[config.mk]
export PLATFORM = sky130hd
export DESIGN_NAME = mux_sel_arbiter
export DESIGN_NICKNAME = d
export VERILOG_FILES = /design/src/rtl/mux_sel_arbiter.sv
export SDC_FILE = /design/constraint.sdc
export NUM_CORES = 1
export LEC_CHECK = 0
export ABC_CLOCK_PERIOD_IN_PS = 3900
export CAP_MARGIN = 25
export CORE_MARGIN = 2
export CORE_UTILIZATION = 50
export DETAILED_ROUTE_END_ITERATION = 8
export GPL_TIMING_DRIVEN = 0
export HOLD_SLACK_MARGIN = 0.05
export PLACE_DENSITY = 0.68
export SYNTH_ARGS = -nofsm -noshare
export SYNTH_HDL_FRONTEND = slang
export SYNTH_SLANG_ARGS = --single-unit
[constraint.sdc]
create_clock -name clk -period 3.9 [get_ports clk]
set_input_delay 0.78 -clock clk [delete_from_list [all_inputs] [get_ports clk]]
set_output_delay 0.78 -clock clk [all_outputs]
set_load 0.1 [all_outputs]
[src/rtl/mux_sel_arbiter.sv]
// Two-requester round-robin arbiter that owns the 2-to-1 mux select, with bounded hold and a turnaround gap.
// Optional switch counter enabled by defining MUX_SWITCH_COUNT_EN.
module mux_sel_arbiter #(
  parameter int unsigned HOLD_MAX = 8,
  parameter int unsigned TURN     = 1,
  parameter int unsigned CNT_W    = 16
) (
  input  logic             clk,
  input  logic             resetn,
  input  logic             req_x,
  input  logic             req_y,
  output logic             sel,
  output logic             gnt_x,
  output logic             gnt_y,
`ifdef MUX_SWITCH_COUNT_EN
  output logic             busy,
  output logic [CNT_W-1:0] switch_cnt
`else
  output logic             busy
`endif
);

  localparam int unsigned HW = $clog2(HOLD_MAX + 1);
  localparam int unsigned TW = $clog2(TURN + 1);
  localparam logic [HW-1:0] HOLD_LAST = HW'(HOLD_MAX - 1);
  localparam logic [TW-1:0] TURN_LAST = TW'(TURN - 1);

  localparam logic [1:0] ST_IDLE    = 2'd0;
  localparam logic [1:0] ST_SETTLE  = 2'd1;
  localparam logic [1:0] ST_GRANT_X = 2'd2;
  localparam logic [1:0] ST_GRANT_Y = 2'd3;

  if (HOLD_MAX < 1 || TURN < 1 || CNT_W < 1) begin : g_bad_cfg
    $error("mux_sel_arbiter: HOLD_MAX, TURN and CNT_W must all be >= 1");
  end

  logic [1:0]    state_r;
  logic          sel_r;
  logic          gnt_x_r;
  logic          gnt_y_r;
  logic          busy_r;
  logic [HW-1:0] hold_cnt_r;
  logic [TW-1:0] turn_cnt_r;
  logic          last_r;

  logic [1:0]    state_s;
  logic [HW-1:0] hold_cnt_s;
  logic [TW-1:0] turn_cnt_s;
  logic          last_s;
  logic          to_settle_s;
  logic          tgt_s;

  logic [1:0]    state_nxt_s;
  logic          sel_nxt_s;
  logic [TW-1:0] turn_nxt_s;

  // Next-state decision; every move into SETTLE is funnelled through to_settle_s/tgt_s.
  always_comb begin
    state_s     = state_r;
    hold_cnt_s  = hold_cnt_r;
    turn_cnt_s  = turn_cnt_r;
    last_s      = last_r;
    to_settle_s = 1'b0;
    tgt_s       = 1'b0;
    case (state_r)
      ST_IDLE: begin
        if (req_x && req_y) begin
          tgt_s = ~last_r;
        end else begin
          tgt_s = req_y;
        end
        if (req_x || req_y) begin
          if (tgt_s == sel_r) begin
            state_s    = tgt_s ? ST_GRANT_Y : ST_GRANT_X;
            hold_cnt_s = {HW{1'b0}};
            last_s     = tgt_s;
          end else begin
            to_settle_s = 1'b1;
          end
        end else begin
          state_s = ST_IDLE;
        end
      end
      ST_SETTLE: begin
        if (turn_cnt_r == TURN_LAST) begin
          if (sel_r ? req_y : req_x) begin
            state_s    = sel_r ? ST_GRANT_Y : ST_GRANT_X;
            hold_cnt_s = {HW{1'b0}};
            last_s     = sel_r;
          end else begin
            state_s = ST_IDLE;
          end
        end else begin
          turn_cnt_s = turn_cnt_r + 1'b1;
        end
      end
      ST_GRANT_X: begin
        if (!req_x) begin
          if (req_y) begin
            tgt_s       = 1'b1;
            to_settle_s = 1'b1;
          end else begin
            state_s = ST_IDLE;
          end
        end else if (req_y && hold_cnt_r == HOLD_LAST) begin
          tgt_s       = 1'b1;
          to_settle_s = 1'b1;
        end else if (hold_cnt_r != HOLD_LAST) begin
          hold_cnt_s = hold_cnt_r + 1'b1;
        end else begin
          hold_cnt_s = hold_cnt_r;
        end
      end
      ST_GRANT_Y: begin
        if (!req_y) begin
          if (req_x) begin
            tgt_s       = 1'b0;
            to_settle_s = 1'b1;
          end else begin
            state_s = ST_IDLE;
          end
        end else if (req_x && hold_cnt_r == HOLD_LAST) begin
          tgt_s       = 1'b0;
          to_settle_s = 1'b1;
        end else if (hold_cnt_r != HOLD_LAST) begin
          hold_cnt_s = hold_cnt_r + 1'b1;
        end else begin
          hold_cnt_s = hold_cnt_r;
        end
      end
      default: begin
        state_s = ST_IDLE;
      end
    endcase
  end

  assign state_nxt_s = to_settle_s ? ST_SETTLE : state_s;
  assign sel_nxt_s   = to_settle_s ? tgt_s : sel_r;
  assign turn_nxt_s  = to_settle_s ? {TW{1'b0}} : turn_cnt_s;

  // State and registered outputs; grants derive from the next state so they never overlap a sel change.
  always_ff @(posedge clk or negedge resetn) begin
    if (!resetn) begin
      state_r    <= ST_IDLE;
      sel_r      <= 1'b0;
      gnt_x_r    <= 1'b0;
      gnt_y_r    <= 1'b0;
      busy_r     <= 1'b0;
      hold_cnt_r <= {HW{1'b0}};
      turn_cnt_r <= {TW{1'b0}};
      last_r     <= 1'b1;
    end else begin
      state_r    <= state_nxt_s;
      sel_r      <= sel_nxt_s;
      gnt_x_r    <= (state_nxt_s == ST_GRANT_X);
      gnt_y_r    <= (state_nxt_s == ST_GRANT_Y);
      busy_r     <= (state_nxt_s != ST_IDLE);
      hold_cnt_r <= hold_cnt_s;
      turn_cnt_r <= turn_nxt_s;
      last_r     <= last_s;
    end
  end

  assign sel   = sel_r;
  assign gnt_x = gnt_x_r;
  assign gnt_y = gnt_y_r;
  assign busy  = busy_r;

`ifdef MUX_SWITCH_COUNT_EN
  logic [CNT_W-1:0] switch_cnt_r;

  // Counts entries into SETTLE, wrapping naturally at 2^CNT_W.
  always_ff @(posedge clk or negedge resetn) begin
    if (!resetn) begin
      switch_cnt_r <= {CNT_W{1'b0}};
    end else if (to_settle_s) begin
      switch_cnt_r <= switch_cnt_r + 1'b1;
    end else begin
      switch_cnt_r <= switch_cnt_r;
    end
  end

  assign switch_cnt = switch_cnt_r;
`else
`endif

endmodule

==> out/results.ini <==
[sta]
fin_ws_ns=1.390
setup_violations=0
slew_headroom=0.3586
slew_viol_final=0
worstMarginPinSlew_ns=0.9591
finalHoldViolations=0
setup-tns-final_ns=0
fin_crit_sh=0.6435
skew_ns=0.0004406
rsz0062_at_grt=false
fin_crit_ns=2.510
fmax_ghz=0.3985

[setup_path]
critPathCaptureType=output pin
cp_max_fo=2
critPathSlowestCell=clkdlybuf4s50_1
r2r_cells=5
crit_chain=clkdlybuf4s50_1
r2r-end=hold_cnt_r[1]$_DFFE_PN0P_
rrSetupSlack_ns=2.27
crit_family=buffers and inverters
slowest_delay_ns=1.13
worstSetupPathType=reg -> out
cp.arrival_ns=1.73
start_kind=flop
critPathBufInv=1
reg2reg_from=hold_cnt_r[0]$_DFFE_PN0P_
required_ns=3.12

[worst_hold_path]
holdPathEnd=last_r$_DFFE_PN1P_
holdPathStages=2
hp-start=last_r$_DFFE_PN1P_
hold_class=reg -> reg

[floorplanning]
die_h_microns=42.62
coreArea_sq_um=1350
start_util=0.5524
die_w_microns=42.62
ioPinCount=8
row_count=13
dieArea_sq_um=1816

[finish]
areaGrowthSynthToFinish_pct=14.09
antenna_cells=0
final_area_sq_um=850.8
final_cells=91
fin_nets=82
drive_gt1_frac=0.3026

[yosys]
ys_ff_latch=11
synth_top_area_frac=0.3356
ys_types=33
syn_avg_cell_area_sq_um=11.30
yosysSeqAreaShare=0.3708
synth_area_leaders=dfrtp_1 (34%), mux2_4 (6.0%), a22o_1 (4.7%)
synth-main-ff-cell=dfrtp_1
synth_cells=66
async_reset_ff_frac=1.000
syn_nets=71
yosysTopAreaCell=dfrtp_1
synth_area_sq_um=745.7
synth_warnings=0
synth-edff-count=0

[clock_network]
numCtsBuffers=3
post_cts_buffers=0
clkTransAtPathRegs_ns=0.07
holdBufCountCts=0
htree_levels=1
cts_tree=yes
cts-root-buf=clkbuf_4
clk_latency_ns=0.26
cts.sinks=11
cts.repair.resized=0
clockBufferDepth=2

[pwr]
ir_worst_vdd_mv=0.4576
power.density_nw_per_um2=845.4
pwr-share-clk=0.109
power_frac_comb=0.627
switching_share=0.4973
intPower_mw=0.3616
p_sw_mw=0.3577
seqPwrFrac=0.265
finalPower_mw=0.7193
cellLeakagePower_nw=0.3782

[global_routing]
grt_pass1_wl_mm=2.359
grtUsageTotal=0.1773
grt_pass1_vias=503
grt_overflow_total=0
antenna_found_initial=0
grt_max_degree=12

[status]
status=finished, final reports clean

[placed_design]
place_area_sq_um=824.5
port_buffers=6
pre_cts_slack_ns=1.601
gp_congestion=0.7663
dpl.cell_count=87
dp_hpwl_microns=968.2

[routing]
vias=537
postRouteWirelength_mm=1.323
via_per_inst=5.901
ant_nets=0
route.detailed.drc=0
dr.first_iter.drc_count=7
wire_per_inst_microns=14.54
drt_pass1_iterations=4

[run]
cap_violations=0

==> flip-flops by register name, summed over array words and instances, names as in the netlist <==
name and count:
hold_cnt_r 4, state_r 2, busy 1, gnt_x 1, gnt_y 1, last_r 1
sel 1
==> Yosys cell counts (2+ instances only) <==
cell and instances:
nor3_1 2, nor2_1 4, mux2_4 3, a22o_1 4
buf_6 2, nand2_1 3, a21oi_1 2, o21ai_0 4
nand2b_1 2, dfrtp_1 10, nor2b_1 2, nor3b_1 3
xor2_1 3, buf_2 3
==> power by group through the flow <==
| stage | logic [mW] | clock network [mW] | registers [mW] |
|---|---|---|---|
| after floorplan | 0.243 | 0 | 0.314 |
| after global placement | 0.446 | 0 | 0.190 |
| after detailed placement | 0.450 | 0 | 0.194 |
| after CTS | 0.452 | 0.0809 | 0.192 |
| after global routing | 0.481 | 0.0856 | 0.197 |
| final | 0.451 | 0.0781 | 0.190 |
==> kinds of logic (layout without fill, tap and decap cells) <==
kind of cell | Yosys count | after routing | synth area share
compound gates | 19 | 19 | 0.2500
xor+xnor | 3 | 3 | 0.03524
fa+ha+maj | 1 | 1 | 0.01678
buf+inv | 7 | 17 | 0.07548
flops | 11 | 11 | 0.3708
mux | 5 | 5 | 0.09395
simple gates | 20 | 20 | 0.1577
==> how the worst max path moves through the flow <==
stage	start	to	slack (ns)	cells after the start
floorplan	sel$_DFFE_PN0P_	sel$_DFFE_PN0P_	1.86	4
global placement	req_y	sel$_DFFE_PN0P_	1.60	6
CTS	gnt_y$_DFF_PN0_	gnt_y	1.37	1
global route	sel$_DFFE_PN0P_	sel	1.34	1
finish	sel$_DFFE_PN0P_	sel	1.39	1
detailed placement	req_y	sel$_DFFE_PN0P_	1.60	6
==> metrics by stage <==
stage,hold slack [ns],util
after global placement,0.5127,0.6108
after global routing,0.5816,0.6302
after detailed placement,0.5128,0.6108
final,0.5279,0.6302
after CTS,0.5264,0.6302
after floorplan,0.4830,-
==> cells in the final DEF, fill, tap and decap left out, types with 2 or more instances in the layout <==
master and n:
a22o_1 4, o21ai_0 4, nor3b_1 3, clkdlybuf4s50_1 6, buf_6 2, a21oi_1 2
xor2_1 3, buf_2 3, clkbuf_4 3, nand2b_1 2, nand2_1 3, dfrtp_1 10
nor2_1 4, mux2_4 3, nor3_1 2, nor2b_1 2
==> per-layer routing <==
| metal | track usage | vias up | wire, microns |
|---|---|---|---|
| met3 | 0.03879 | 4 | 43 |
| li1 | - | 264 | - |
| met2 | 0.2485 | 14 | 582 |
| met5 | 0 | - | 0 |
| met4 | 0.1188 | 0 | 38 |
| met1 | 0.2394 | 255 | 659 |
==> cell type report <==
cell class	instances	area, sq um
sequential	11	276.5
clock buffer	4	26.28
multi-input combinational	48	412.9
tap	15	18.77
fill	118	499.2
timing repair buffer	6	60.06
inverter	1	3.754
buffer	6	52.55
Note: power is estimated with default switching activity, not from simulation.
